## config.mk

```make
export PLATFORM = sky130hd
export DESIGN_NAME = operand_pair_fifo
export DESIGN_NICKNAME = d
export VERILOG_FILES = /design/src/rtl/operand_pkg.sv /design/src/rtl/operand_fifo_ptr.sv /design/src/rtl/operand_pair_fifo.sv
export SDC_FILE = /design/constraint.sdc
export NUM_CORES = 1
export LEC_CHECK = 0
export ABC_AREA = 1
export CAP_MARGIN = 0
export CORE_MARGIN = 1.5
export CORE_UTILIZATION = 35
export CTS_CLUSTER_SIZE = 30
export DETAILED_ROUTE_END_ITERATION = 8
export GPL_TIMING_DRIVEN = 1
export SYNTH_ARGS = -nofsm -noshare
export SYNTH_HDL_FRONTEND = slang
export SYNTH_SLANG_ARGS = --single-unit
```

## constraint.sdc

```tcl
create_clock -name i_clk -period 2.28 [get_ports i_clk]
set_input_delay 0.228 -clock i_clk [delete_from_list [all_inputs] [get_ports i_clk]]
set_output_delay 0.228 -clock i_clk [all_outputs]
set_load 0.005 [all_outputs]
```

## src/rtl/operand_pkg.sv

```systemverilog
// rtl/operand_pkg.sv - shared types and defaults for the operand pair FIFO
package operand_pkg;

    typedef struct packed {
        int a;
        int b;
    } operand_pair_t;

    localparam int OPERAND_FIFO_DEPTH = 4;

endpackage

```

## src/rtl/operand_fifo_ptr.sv

```systemverilog
// rtl/operand_fifo_ptr.sv - read/write pointers and occupancy count of the operand pair FIFO
module operand_fifo_ptr
    import operand_pkg::*;
#(
    parameter int DEPTH = OPERAND_FIFO_DEPTH,
    parameter int PW    = $clog2(DEPTH),
    parameter int CW    = $clog2(DEPTH + 1)
) (
    input  logic          i_clk,
    input  logic          i_rst_n,
    input  logic          push,
    input  logic          pop,
    input  logic          flush,
    output logic [PW-1:0] rd_ptr,
    output logic [PW-1:0] wr_ptr,
    output logic [CW-1:0] count
);

    localparam logic [PW-1:0] LAST_IDX = PW'(DEPTH - 1);

    logic [PW-1:0] rd_ptr_nxt;
    logic [PW-1:0] wr_ptr_nxt;

    // Successor pointers, wrapping from the last entry back to 0
    always_comb begin
        rd_ptr_nxt = (rd_ptr == LAST_IDX) ? '0 : rd_ptr + 1'b1;
        wr_ptr_nxt = (wr_ptr == LAST_IDX) ? '0 : wr_ptr + 1'b1;
    end

    // Pointer and count state; flush wins over any same-cycle push or pop
    always_ff @(posedge i_clk or negedge i_rst_n) begin
        if (!i_rst_n) begin
            rd_ptr <= '0;
            wr_ptr <= '0;
            count  <= '0;
        end else if (flush) begin
            rd_ptr <= '0;
            wr_ptr <= '0;
            count  <= '0;
        end else begin
            if (push) begin
                wr_ptr <= wr_ptr_nxt;
            end
            if (pop) begin
                rd_ptr <= rd_ptr_nxt;
            end
            case ({push, pop})
                2'b10:   count <= count + 1'b1;
                2'b01:   count <= count - 1'b1;
                default: count <= count;
            endcase
        end
    end

endmodule

```

## src/rtl/operand_pair_fifo.sv

```systemverilog
// rtl/operand_pair_fifo.sv - operand pair buffer feeding the adder stage over valid/ready
module operand_pair_fifo
    import operand_pkg::*;
#(
    parameter int DEPTH = OPERAND_FIFO_DEPTH,
    parameter int PW    = $clog2(DEPTH),
    parameter int CW    = $clog2(DEPTH + 1)
) (
    input  logic          i_clk,
    input  logic          i_rst_n,
    input  logic          i_flush,
    input  logic          i_valid,
    input  int            i_a,
    input  int            i_b,
    output logic          o_ready,
    output logic          o_valid,
    output int            o_opa,
    output int            o_opb,
    input  logic          i_ready,
    output logic [CW-1:0] o_count,
    output logic          o_drop
);

    operand_pair_t mem [DEPTH];
    operand_pair_t wr_pair;
    operand_pair_t head_pair;

    logic [PW-1:0] rd_ptr;
    logic [PW-1:0] wr_ptr;
    logic [CW-1:0] count;
    logic          push;
    logic          pop;

    // Handshake decode from registered occupancy only
    always_comb begin
        o_ready   = (count != CW'(DEPTH));
        o_valid   = (count != '0);
        push      = i_valid && o_ready;
        pop       = o_valid && i_ready;
        wr_pair.a = i_a;
        wr_pair.b = i_b;
        head_pair = mem[rd_ptr];
        o_opa     = head_pair.a;
        o_opb     = head_pair.b;
        o_count   = count;
    end

    operand_fifo_ptr #(
        .DEPTH (DEPTH),
        .PW    (PW),
        .CW    (CW)
    ) u_ptr (
        .i_clk   (i_clk),
        .i_rst_n (i_rst_n),
        .push    (push),
        .pop     (pop),
        .flush   (i_flush),
        .rd_ptr  (rd_ptr),
        .wr_ptr  (wr_ptr),
        .count   (count)
    );

    // Pair storage; cleared on reset so an idle head reads as zero, untouched by flush
    always_ff @(posedge i_clk or negedge i_rst_n) begin
        if (!i_rst_n) begin
            for (int i = 0; i < DEPTH; i++) begin
                mem[i] <= '0;
            end
        end else if (push && !i_flush) begin
            mem[wr_ptr] <= wr_pair;
        end
    end

    // Registered drop pulse for an offer refused because the FIFO was full
    always_ff @(posedge i_clk or negedge i_rst_n) begin
        if (!i_rst_n) begin
            o_drop <= 1'b0;
        end else if (i_flush) begin
            o_drop <= 1'b0;
        end else begin
            o_drop <= i_valid && !o_ready;
        end
    end

endmodule

```

==> out/results.tsv <==
stage	metric	value	unit
floorplan	dieWidth	188	um
placed_design	postPlaceCellArea	0.0137	mm^2
global_routing	grt_util_all_layers	17.5	%
placed_design	dp_slack	0.212	ns
synthesis	synth_common_cells	274 x nand2_1, 264 x dfrtp_1, 199 x o21ai_1	
worst_setup_path	path_cells	buf_6, buf_16, buf_12, o21ai_2, o22ai_2, dlygate4sd2_1	
sta	fin_ws	-0.00387	ns
worst_setup_path	cp_data_required_time	2.05	ns
synthesis	netlist_area	0.0120	mm^2
routing	viasPerCell	4.94	
routing	drt_iter0_drc	616	
clock_tree	numCtsBuffers	30	
floorplan	die_area	0.0353	mm^2
finish	finalNetCount	1512	
status	violations	setup timing	
sta	clock_skew	0.0119	ns
synthesis	synth_seq_cells	264	
finish	num-fill-cells	3240	
global_routing	grt-ovfl-total	0	
worst_setup_path	crit_path_start_kind	flop	
finish	drive_above_1_share	17.1	%
clock_tree	cts_buffer_depth	3	
synthesis	synth_edf_count	0	
sta	max_freq	438	MHz
routing	first_pass_iters	5	
synthesis	synth.most_common_cell	nand2_1	
placed_design	port_buffers	138	
floorplan	num_rows	67	
global_routing	grt_pass1_vias	9032	
floorplan	initial_utilization	35.6	%
run	drv_cap	0	
power	pwr-share-seq	37.3	%
worst_setup_path	crit_arrival	2.06	ns
synthesis	yosys_warnings	0	
worst_setup_path	worst_path_max_delay_cell	dfrtp_4	
power	irDropWorstVdd	700	uV
synthesis	postSynth.asyncResetShare	100	%
sta	max_slew_margin	55.1	%
clock_tree	cts_max_level	1	
sta	rsz0062_at_grt	true	
power	switching_share	34.9	%
placed_design	dp_cells	1837	
min_path	hp-class	primary input to async pin	
synthesis	synth_top_family_by_area	compound AO/OA/AOI/OAI gates	
finish	final_util	45.2	%
clock_tree	cts_tree	built	
sta	final.period_utilization	100	%
finish	stdcell_area	0.0152	mm^2
power	internal_power	13.6	mW
synthesis	ys_types	22	
floorplan	die_y	188	um
routing	via_count	9427	
sta	setup_viol	2	
worst_setup_path	critPathMaxStageDelay	0.52	ns
sta	fin_hold_ws	0.271	ns
synthesis	syn_inst	1315	
global_routing	antenna_found_initial	1	
power	p_comb_share	39.0	%
worst_setup_path	path_class	flop to output pin	
sta	fin_tns_setup	-0.00686	ns
power	clockPowerShare	23.8	%
global_routing	grt_pass1_wl	49800	um
worst_setup_path	worstPathMaxFanout	20	
global_routing	grt_max_degree	75	
placed_design	hpwl	17800	um
finish	final_cell_count_no_fill	1909	
synthesis	synthTopCellsByArea	dfrtp_1 55%, nand2_1 8.6%, o21ai_1 8.3%	
synthesis	synth_area_leader_cell	dfrtp_1	
sta	hold_violations	0	
clock_tree	clk_latency	0.55	ns
sta	worst_pin_slew	0.674	ns
routing	wl	31000	um
synthesis	avgSynthCellArea	9.10	um^2
synthesis	synth_fa_ha_area_share	0.690	%
finish	syn_to_final_growth	27.0	%
routing	wl_per_cell	16.2	um
sta	period_needed	2.28	ns
routing	drtAntennaViolNets	0	
placed_design	place_congestion	0.745	
synthesis	yosysSeqAreaShare	55.2	%
power	switching_power	7.30	mW
synthesis	synth-main-ff-cell	dfrtp_1	
routing	drcViolationCount	0	
synthesis	synthXorXnorAreaFrac	0.0732	%
status	status	finished with violations	
worst_setup_path	cp-end-kind	output pin	
synthesis	synth-simple-area-share	13.8	%
floorplan	ios	139	
power	p_leak	7.12	nW
power	power	20.9	mW
floorplan	design.core.area	0.0336	mm^2
power	powerDensity	1370	mW/mm^2
synthesis	synth_top_area_share	55.2	%
clock_tree	clk_pin_slew_worst_paths	0.06	ns
synthesis	synth_compound_area_share	21.4	%
sta	final-max-slew-violation-count	0	
clock_tree	root_buffer	clkbuf_16	
synthesis	synth_nets	1390	
synthesis	muxShareOfSynthArea	0	%
clock_tree	clock_sinks	264	
cell type report:
class	count	area (um^2)	share of cell area, %
inverter	73	282	1.85
antenna	1	2.50	0.0165
sequential	264	6610	43.5
timing repair buffer	188	2150	14.1
clock buffer	45	898	5.91
multi-input combinational	880	4570	30.1
clock inverter	10	131	0.864
tap	448	561	3.69
logic make-up after synthesis:
logic type      after synthesis
buf+inv                     171
simple gates                420
fa+ha+maj                     6
xor+xnor                      1
flops                       264
compound gates              453
critical path: cells and delay by family (launching register included):
| kind | cells | cell delay [ns] |
|---|---|---|
| flops | 1 | 0.52 |
| compound gates | 2 | 0.25 |
| buf+inv | 4 | 0.72 |
cells in the final DEF (no fill, tap or decap), types with 32 or more instances in the layout:
master / count
clkbuf_16: 32
clkdlybuf4s50_1: 73
dfrtp_1: 262
inv_1: 71
nand2_1: 274
nor2_1: 127
o21ai_0: 80
o21ai_1: 218
o21ai_2: 86
o22ai_1: 47
per-layer routing:
metal	wire length, um	global-route usage [%]
met5	0	0
met4	588	3.69
met3	1290	2.40
met2	14200	27.7
met1	15000	25.5
power groups by stage:
stage          registers (mW)  clock network [mW]  logic (mW)
6_report                 7.79                4.97        8.15
5_1_grt                  8.04                5.29        9.05
4_1_cts                  7.71                5.12        7.78
3_5_place_dp             7.74                   0        7.75
3_3_place_gp             7.70                   0        7.65
2_1_floorplan            7.46                   0        4.36
what timing repair did:
action | in CTS | in global routing
endpoints found under the hold margin | 67 | 0
setup endpoints to repair | 64 | 40
setup buffers | 7 | 1
pin swaps | 24 | 3
gates resized for setup | 125 | 151
hold buffers | 1 | 0
cloned | 6 | 1
worst paths after layout:
path / startpoint / end / slack, ns / cells past startpoint
setup / recovery: u_ptr.rd_ptr[0] / o_opb[11] / -0.004 / 6
hold / removal: i_rst_n / mem[125] / 0.27 / 2
setup reg to reg: u_ptr.count[0] / u_ptr.count[2] / 0.32 / 11
hold reg to reg: mem[82] / mem[82] / 0.48 / 2
max in group asynchronous: i_rst_n / mem[84] / 1.30 / 3
min in group i_clk: i_a[8] / mem[232] / 0.31 / 3
state kept, by name, indices dropped and copies added, names as in the netlist:
name and cells:
mem 256, o_drop 1, u_ptr.count 3, u_ptr.rd_ptr 2, u_ptr.wr_ptr 2
(Power assumes the default switching activity.)
